File: config.mk
export PLATFORM = sky130hd
export DESIGN_NAME = motion_object_builder
export DESIGN_NICKNAME = d
export VERILOG_FILES = /design/src/rtl/motion_object_builder_pkg.sv /design/src/rtl/sprite_attr_table.sv /design/src/rtl/motion_object_builder.sv
export SDC_FILE = /design/constraint.sdc
export NUM_CORES = 1
export LEC_CHECK = 0
export BUFFER_PORTS_ARGS = -buffer_cell sky130_fd_sc_hd__buf_2
export CAP_MARGIN = 20
export CORE_UTILIZATION = 55
export CTS_CLUSTER_SIZE = 20
export DETAILED_ROUTE_END_ITERATION = 8
export HOLD_SLACK_MARGIN = 0.06
export PLACE_DENSITY = 0.74
export SLEW_MARGIN = 20
export SYNTH_ARGS = -nofsm -noshare
export SYNTH_HDL_FRONTEND = slang
export SYNTH_HIERARCHICAL = 1
export SYNTH_SLANG_ARGS = --single-unit
File: constraint.sdc
create_clock -name i_Clk -period 4.46 [get_ports i_Clk]
set_input_delay 0.669 -clock i_Clk [delete_from_list [all_inputs] [get_ports i_Clk]]
set_output_delay 0.669 -clock i_Clk [all_outputs]
set_load 0.01 [all_outputs]
File: src/rtl/motion_object_builder_pkg.sv
// Shared constants, attribute field codes and FSM encoding for the motion-object line builder.
package motion_object_builder_pkg;

    localparam int NUM_SPRITES = 8;
    localparam int CLEAR_LEN   = 256;

    typedef enum logic [1:0] {
        FIELD_NUM = 2'd0,
        FIELD_X   = 2'd1,
        FIELD_Y   = 2'd2,
        FIELD_EN  = 2'd3
    } attr_field_e;

    typedef enum logic [2:0] {
        ST_IDLE,
        ST_CLEAR,
        ST_SETUP,
        ST_FETCH,
        ST_DRAIN
    } mob_state_e;

    typedef struct packed {
        logic [5:0] num;
        logic [9:0] x;
        logic [9:0] y;
        logic       en;
    } sprite_attr_t;

endpackage

File: src/rtl/sprite_attr_table.sv
// Per-slot motion-object attributes: CPU write port, registered CPU read port and a
// combinational scan port used by the line builder.
module sprite_attr_table
    import motion_object_builder_pkg::*;
#(
    parameter int NUM_SPRITES = motion_object_builder_pkg::NUM_SPRITES
) (
    input  logic         i_Clk,
    input  logic         i_Reset_n,
    input  logic         i_Write,
    input  logic [4:0]   i_Addr,
    input  logic [11:0]  i_Data,
    output logic [11:0]  o_Rd_Data,
    input  logic [2:0]   i_Scan_Slot,
    output sprite_attr_t o_Scan_Attr
);

    sprite_attr_t table_q [NUM_SPRITES];
    logic [2:0]   addr_slot;
    attr_field_e  addr_field;
    logic [11:0]  rd_mux;
    logic         unused_bits;

    assign addr_slot   = i_Addr[4:2];
    assign addr_field  = attr_field_e'(i_Addr[1:0]);
    assign o_Scan_Attr = table_q[i_Scan_Slot];
    assign unused_bits = ^i_Data[11:10];

    always_comb begin
        // NOTE: default assigned first so no path through this block infers a latch.
        rd_mux = '0;
        if (int'(addr_slot) < NUM_SPRITES) begin
            case (addr_field)
                FIELD_NUM: rd_mux = {6'd0, table_q[addr_slot].num};
                FIELD_X:   rd_mux = {2'd0, table_q[addr_slot].x};
                FIELD_Y:   rd_mux = {2'd0, table_q[addr_slot].y};
                default:   rd_mux = {11'd0, table_q[addr_slot].en};
            endcase
        end
    end

    always_ff @(posedge i_Clk) begin
        if (!i_Reset_n) begin
            // NOTE: the table is explicitly reset because every slot must come up disabled.
            for (int s = 0; s < NUM_SPRITES; s++) table_q[s] <= '0;
            o_Rd_Data <= '0;
        end else begin
            if (i_Write && int'(addr_slot) < NUM_SPRITES) begin
                case (addr_field)
                    FIELD_NUM: table_q[addr_slot].num <= i_Data[5:0];
                    FIELD_X:   table_q[addr_slot].x   <= i_Data[9:0];
                    FIELD_Y:   table_q[addr_slot].y   <= i_Data[9:0];
                    default:   table_q[addr_slot].en  <= i_Data[0];
                endcase
            end
            o_Rd_Data <= rd_mux;
        end
    end

endmodule

File: src/rtl/motion_object_builder.sv
// Builds one line of motion objects: clears the target line-RAM bank, then scans slots
// from highest to lowest, fetching 8 ROM pixels per visible sprite into the line RAM.
module motion_object_builder
    import motion_object_builder_pkg::*;
#(
    parameter int NUM_SPRITES = motion_object_builder_pkg::NUM_SPRITES,
    parameter int CLEAR_LEN   = motion_object_builder_pkg::CLEAR_LEN
) (
    input  logic        i_Clk,
    input  logic        i_Reset_n,
    input  logic        i_Line_Start,
    input  logic [9:0]  i_Build_Row,
    input  logic        i_Attr_Write,
    input  logic [4:0]  i_Attr_Addr,
    input  logic [11:0] i_Attr_Data,
    output logic [11:0] o_Attr_Rd_Data,
    output logic [5:0]  o_Rom_Sprite_Num,
    output logic [2:0]  o_Rom_Row,
    output logic [2:0]  o_Rom_Col,
    input  logic [1:0]  i_Rom_Pixel,
    output logic        o_Lr_Write,
    output logic [10:0] o_Lr_Addr,
    output logic [1:0]  o_Lr_Data,
    output logic        o_Busy,
    output logic        o_Overflow
);

    localparam logic [7:0] LAST_CLR  = 8'(CLEAR_LEN - 1);
    localparam logic [2:0] LAST_SLOT = 3'(NUM_SPRITES - 1);

    mob_state_e   state;
    logic [7:0]   clr_cnt;
    logic [2:0]   slot;
    logic [2:0]   col;
    logic         bank;
    logic [9:0]   row;
    logic [5:0]   w_num;
    logic [7:0]   w_xh;
    logic [2:0]   w_line;
    logic         pix_pend;
    logic [8:0]   pix_xh;
    logic         busy;
    logic         ovf;
    sprite_attr_t scan;
    logic [9:0]   dy;
    logic         hit;
    logic         clearing;
    logic         pix_wr;
    logic         unused_bits;

    sprite_attr_table #(.NUM_SPRITES(NUM_SPRITES)) u_attr (
        .i_Clk       (i_Clk),
        .i_Reset_n   (i_Reset_n),
        .i_Write     (i_Attr_Write),
        .i_Addr      (i_Attr_Addr),
        .i_Data      (i_Attr_Data),
        .o_Rd_Data   (o_Attr_Rd_Data),
        .i_Scan_Slot (slot),
        .o_Scan_Attr (scan)
    );

    // A sprite is 16 lines tall and only the left half-screen (x < 512) is drawable.
    assign dy          = row - scan.y;
    assign hit         = scan.en && (dy[9:4] == 6'd0) && !scan.x[9];
    assign unused_bits = ^{scan.x[0], dy[0]};

    always_ff @(posedge i_Clk) begin
        if (!i_Reset_n) begin
            state    <= ST_IDLE;
            clr_cnt  <= '0;
            slot     <= '0;
            col      <= '0;
            bank     <= 1'b0;
            row      <= '0;
            w_num    <= '0;
            w_xh     <= '0;
            w_line   <= '0;
            pix_pend <= 1'b0;
            pix_xh   <= '0;
            busy     <= 1'b0;
            ovf      <= 1'b0;
        end else if (i_Line_Start) begin
            state    <= ST_CLEAR;
            clr_cnt  <= '0;
            col      <= '0;
            bank     <= i_Build_Row[1];
            row      <= i_Build_Row;
            pix_pend <= 1'b0;
            busy     <= 1'b1;
            ovf      <= busy;
        end else begin
            ovf      <= 1'b0;
            // The ROM answers one cycle after each FETCH address, so its write lands a cycle later.
            pix_pend <= (state == ST_FETCH);
            pix_xh   <= {1'b0, w_xh} + {6'd0, col};
            case (state)
                ST_IDLE: ;
                ST_CLEAR: begin
                    if (clr_cnt == LAST_CLR) begin
                        state <= ST_SETUP;
                        slot  <= LAST_SLOT;
                    end else begin
                        clr_cnt <= clr_cnt + 8'd1;
                    end
                end
                ST_SETUP: begin
                    if (hit) begin
                        state  <= ST_FETCH;
                        col    <= '0;
                        w_num  <= scan.num;
                        w_xh   <= scan.x[8:1];
                        w_line <= dy[3:1];
                    end else if (slot == 3'd0) begin
                        state <= ST_IDLE;
                        busy  <= 1'b0;
                    end else begin
                        slot <= slot - 3'd1;
                    end
                end
                ST_FETCH: begin
                    col <= col + 3'd1;
                    if (col == 3'd7) state <= ST_DRAIN;
                end
                ST_DRAIN: begin
                    if (slot == 3'd0) begin
                        state <= ST_IDLE;
                        busy  <= 1'b0;
                    end else begin
                        state <= ST_SETUP;
                        slot  <= slot - 3'd1;
                    end
                end
                default: state <= ST_IDLE;
            endcase
        end
    end

    assign clearing         = (state == ST_CLEAR);
    assign pix_wr           = pix_pend && (i_Rom_Pixel != 2'b00) && !pix_xh[8];
    assign o_Lr_Write       = clearing || pix_wr;
    assign o_Lr_Addr        = clearing ? {2'b00, bank, clr_cnt} :
                              pix_wr   ? {2'b00, bank, pix_xh[7:0]} : 11'd0;
    assign o_Lr_Data        = pix_wr ? i_Rom_Pixel : 2'b00;
    assign o_Rom_Sprite_Num = (state == ST_FETCH) ? w_num  : 6'd0;
    assign o_Rom_Row        = (state == ST_FETCH) ? w_line : 3'd0;
    assign o_Rom_Col        = (state == ST_FETCH) ? col    : 3'd0;
    assign o_Busy           = busy;
    assign o_Overflow       = ovf;

endmodule

==> impl_metrics.py, run 1 <==
metrics = {
    "cts": {
        "cts_buffer_depth": 3,
        "root_buffer": "clkbuf_16",
        "cts_tree": "built",
        "cts_made_buffers": 30,
        "cts_sinks": 282,
        "h-tree-depth": 1,
        "path_clk_slew_ns": 0.06,
        "cts_setup_buffers": 0,
        "clkLatencyLatePin_ns": 0.57,
    },
    "global_routing": {
        "grt_pass1_wl_microns": 61000,
        "antenna_found_initial": 0,
        "grtUsageTotal": 0.286,
        "grt_max_degree": 47,
        "grt_pass1_vias": 10400,
        "grt_overflow": 0,
    },
    "die": {
        "die_w_microns": 168,
        "die_area_sq_um": 28400,
        "rows": 60,
        "core_area_sq_um": 27000,
        "die_y_microns": 168,
        "pin_count": 73,
        "initial_core_util": 0.564,
    },
    "routing": {
        "vias": 10500,
        "drc": 0,
        "drt_iter0_markers": 1213,
        "wl_per_cell_microns": 24.3,
        "drt_first_pass_iters": 6,
        "ant_nets": 0,
        "viasPerCell": 6.35,
        "routed_wl_microns": 40300,
    },
    "sta": {
        "worstMarginPinSlew_ns": 1.10,
        "grt_setup_unrepaired": "false",
        "setup_tns_ns": 0,
        "fmax_mhz": 239,
        "slew_violations": 0,
        "hold_slack_ns": 0.337,
        "slew_headroom": 0.258,
        "min_period_ns": 4.19,
        "finClkSkew_ns": 0.0201,
        "setup_viol": 0,
        "hold_viol": 0,
        "post-route-period-util": 0.939,
    },
    "job": {
        "max_cap_violations": 0,
    },
    "setup_path": {
        "critical_path_class": "reg -> reg",
        "cpPeakStageDelay_ns": 0.53,
        "slowest_stage": "mux4_2",
        "critPathMostFrequentCell": "a21oi_1",
        "cp.arrival_ns": 4.60,
        "worstPathCellList": "mux4_2 -> mux2_2 -> nand2b_1 -> inv_1 -> fa_1 -> or2b_2 -> a21oi_1 -> o21ai_0 -> a211o_2 -> or4_1 -> nor3b_2 -> nand3b_1 -> a21oi_1",
        "cp-start-kind": "register",
        "critPathMaxFanout": 10,
        "reg2reg_depth": 13,
        "end_kind": "register",
        "required_ns": 4.87,
    },
    "power": {
        "leakagePower_uw": 0.00615,
        "ir_drop_mv": 0.303,
        "power_density_nw_per_um2": 377,
    },
    "synthesis": {
        "yosysWarnings": 6,
        "avgSynthCellArea_sq_um": 12.3,
        "synth_area_sq_um": 15200,
        "syn_inst": 1234,
    },
    "cells_and_area": {
        "multi_input_area_sq_um": 6840,
        "layout.cells.most_common": "and2_1",
        "fill_cells": 2053,
        "final_area_sq_um": 16900,
        "area_growth_syn_to_layout_pct": 10.8,
        "most-common-layout-cells": "217 x and2_1, 216 x edfxtp_1, 111 x nor2_1, 67 x mux4_2, 66 x buf_2",
        "fin_cells": 1660,
        "fin_nets": 1345,
        "drive_gt1_frac": 0.236,
        "register_area_sq_um": 7810,
    },
    "place": {
        "place_congestion": 0.942,
        "io_buffers": 66,
        "dp_hpwl_microns": 27000,
        "dp_cells": 1603,
        "post_dp_cell_area_sq_um": 15900,
    },
    "status": {
        "outcome": "complete, no violations",
    },
    "worst_hold_path": {
        "holdCritPathClass": "in -> reg",
        "min_path_cells": 3,
    },
}
state kept, by name, indices dropped and copies added (netlist names):
register,flops
w_line,3
slot,3
state,3
w_num,6
clr_cnt,8
w_xh,8
row,10
u_attr/table_q,216
col,3
pix_pend,1
pix_xh,9
o_Overflow,1
o_Busy,1
u_attr/o_Rd_Data,10
layout make-up:
cell class / instances / share of cell area
tap: 341 / 0.0253
clock inverter: 12 / 0.00756
sequential: 282 / 0.463
clock buffer: 44 / 0.0524
timing repair buffer: 113 / 0.0416
inverter: 24 / 0.00533
multi-input combinational: 843 / 0.405
antenna: 1 / 0.000148
where the power goes:
group	switching (uW)	internal (uW)
Combinational	460	335
Sequential	78.9	2950
Clock	1050	1490
Total	1590	4770
repair_timing:
| item | CTS | global route |
|---|---|---|
| gates resized for setup | 0 | 3 |
| endpoints found under the setup margin | 0 | 17 |
| hold buffers | 0 | 0 |
stage by stage:
| stage | setup slack [ns] | utilization | total power [uW] |
|---|---|---|---|
| 2_1_floorplan | 0.170 | - | 3610 |
| 3_3_place_gp | 0.232 | 0.587 | 3840 |
| 3_5_place_dp | 0.140 | 0.587 | 3860 |
| 4_1_cts | 0.125 | 0.624 | 6350 |
| 5_1_grt | 0.0371 | 0.625 | 6530 |
| 6_report | 0.273 | 0.625 | 6360 |
worst max-delay path, delay by kind of cell (launching register included):
family / cells / cell delay [ns]
AO/OA/AOI/OAI: 4 / 0.79
multiplexers: 2 / 0.81
buffers and inverters: 1 / 0.07
flip-flops: 1 / 0.47
AND/OR/NAND/NOR: 5 / 1.48
adder cells (fa/ha/maj): 1 / 0.40
final timing paths:
check	from	to	slack [ns]
setup reg to reg	slot[0]	col[2]	0.27
hold / removal	i_Build_Row[2]	row[2]	0.34
hold reg to reg	w_num[4]	w_num[4]	0.49
setup / recovery	slot[0]	col[2]	0.27
per-layer routing:
metal,track usage,vias up,part of all wire
met5,0,-,0
li1,-,4722,-
met3,0.0520,108,0.096
met1,0.367,5097,0.39
met4,0.108,0,0.035
met2,0.485,612,0.48
No activity file was read; power rests on OpenSTA's default activity.
==> run 2, diff against run 1 <==
- CORE_MARGIN: default -> 8
- PLACE_DENSITY: 0.74 -> 0.75
==> run 2 against run 1 <==
Utilization down 1.1 points. Clock power down 3%. First-iteration DRC count about the same. Flip-flop and latch count unchanged.
==> impl_metrics.py, run 2 (synthesis gave the netlist of run 1 again) <==
metrics = {
    "global_routing": {
        "grt_max_degree": 35,
        "grt_overflow": 0,
        "grt_util_met2": 0.406,
        "antenna_found_initial": 3,
        "grtUsageTotal": 0.244,
        "use_met1": 0.305,
        "top_usage_layer": "met2",
        "met3_usage": 0.0577,
        "grt_pass1_wl_microns": 62800,
        "grt_pass1_vias": 10700,
    },
    "sta": {
        "slew_headroom": 0.343,
        "finClkSkew_ns": 0.0202,
        "worstMarginPinSlew_ns": 0.975,
        "grt_setup_unrepaired": "true",
        "post-route-period-util": 0.957,
        "hold_slack_ns": 0.340,
        "min_period_ns": 4.27,
        "hold_viol": 0,
        "setup_tns_ns": 0,
        "setup_viol": 0,
        "fmax_mhz": 234,
        "slew_violations": 0,
    },
    "die": {
        "die_y_microns": 182,
        "die_area_sq_um": 33300,
        "core_area_sq_um": 27600,
        "initial_core_util": 0.553,
        "pin_count": 73,
        "die_w_microns": 182,
        "rows": 61,
    },
    "power": {
        "power_density_nw_per_um2": 372,
        "clockPowerShare": 0.391,
        "p_switching_uw": 1560,
        "ir_drop_mv": 0.310,
        "internal_power_uw": 4730,
        "p_sw_frac": 0.249,
        "comb_power_share": 0.128,
        "power_frac_seq": 0.482,
        "leakagePower_uw": 0.00614,
    },
    "cts": {
        "hold_buffers": 0,
        "cts_buffer_depth": 3,
        "clkLatencyLatePin_ns": 0.57,
        "postCtsResizedCells": 0,
        "cts_made_buffers": 31,
        "cts_tree": "built",
        "cts_setup_buffers": 0,
        "path_clk_slew_ns": 0.07,
        "root_buffer": "clkbuf_16",
        "h-tree-depth": 1,
        "cts_sinks": 282,
    },
    "worst_hold_path": {
        "holdCritPathClass": "in -> reg",
        "min-delay-start": "i_Build_Row[8]",
    },
    "cells_and_area": {
        "num_antenna_cells": 0,
        "area_growth_syn_to_layout_pct": 11.0,
        "most-common-layout-cells": "217 x and2_1, 216 x edfxtp_1, 111 x nor2_1, 67 x mux4_2, 66 x buf_2",
        "reg_top3": "u_attr/table_q: 216 flops, row: 10 flops, u_attr/o_Rd_Data: 10 flops",
        "fin_util": 0.614,
        "fin_nets": 1351,
        "drive_gt1_frac": 0.233,
        "final_area_sq_um": 16900,
        "layout.cells.most_common": "and2_1",
        "regMostFlops": "u_attr/table_q",
        "fill_cells": 2139,
        "largest_reg_flops": 216,
    },
    "routing": {
        "vias": 10700,
        "drc": 0,
        "drt_iter0_markers": 1212,
        "wl_per_cell_microns": 24.2,
        "viasPerCell": 6.31,
        "drt_first_pass_iters": 6,
        "ant_nets": 0,
        "routed_wl_microns": 41200,
    },
    "setup_path": {
        "cp.arrival_ns": 4.73,
        "worstPathCellList": "mux4_2 -> mux2_2 -> nand2b_1 -> inv_1 -> fa_1 -> or2b_2 -> a211oi_1 -> nor2_1 -> o41ai_2 -> o2111ai_2 -> o31ai_2 -> nor2_1 -> a211oi_1",
        "cpLargestDelayFamily": "compound AO/OA/AOI/OAI gates",
        "cpPeakStageDelay_ns": 0.53,
        "end_kind": "register",
        "critPathMaxFanout": 10,
        "critical_path_class": "reg -> reg",
        "cp-start-kind": "register",
        "path_buf_inv": 1,
        "cp-startpoint": "slot[0]",
        "slowest_stage": "mux4_2",
        "required_ns": 4.92,
        "reg2reg_from": "slot[0]",
    },
    "place": {
        "post_dp_cell_area_sq_um": 15900,
        "io_buffers": 66,
        "dp_hpwl_microns": 28300,
        "place_congestion": 0.901,
    },
    "status": {
        "outcome": "complete, no violations",
    },
    "job": {
        "max_cap_violations": 0,
    },
}
==> run 2: routing by layer <==
metal / up-vias / wire (microns)
met3: 127 / 4390
met5: - / 37
li1: 4715 / -
met1: 5249 / 15600
met2: 635 / 19600
met4: 6 / 1560
==> run 2: path summary, 6_finish.rpt <==
path,to,slack (ns),cells after the start
hold / removal,row[8],0.34,3
hold reg to reg,pix_xh[5],0.50,2
setup / recovery,slot[0],0.19,13
setup reg to reg,slot[0],0.19,13
==> run 2: through the flow <==
step                      total power [uW]  cells  setup WS, ns
after floorplan                       3610   1236         0.170
after global placement                3840   1645         0.239
after detailed placement              3860   1645         0.137
after CTS                             6300   1702         0.111
after global routing                  6480   1702       -0.0169
final                                 6290   1702         0.190
==> run 2: area by class of cell <==
| class | instances | area [sq um] | share of cell area |
|---|---|---|---|
| flip-flops and latches | 282 | 7810 | 0.462 |
| multi-input cells | 843 | 6840 | 0.405 |
| clock buffers | 40 | 810 | 0.0479 |
| repair buffers | 118 | 724 | 0.0429 |
| well taps | 378 | 473 | 0.0280 |
| clock inverters | 17 | 156 | 0.00925 |
| inverters | 24 | 90.1 | 0.00533 |
==> run 2: worst reg2reg max path: cells and delay by family, from the launching register on <==
kind / cells / cell delay, ns
flip-flops: 1 / 0.45
multiplexers: 2 / 0.82
AO/OA/AOI/OAI: 5 / 1.72
AND/OR/NAND/NOR: 4 / 0.69
adder cells (fa/ha/maj): 1 / 0.40
buffers and inverters: 1 / 0.07
==> run 2: power groups by stage <==
stage	Combinational (uW)	Clock (uW)	Sequential (uW)
finish	803	2460	3030
global route	852	2580	3040
CTS	787	2490	3030
detailed placement	781	0	3080
global placement	766	0	3070
floorplan	558	0	3050
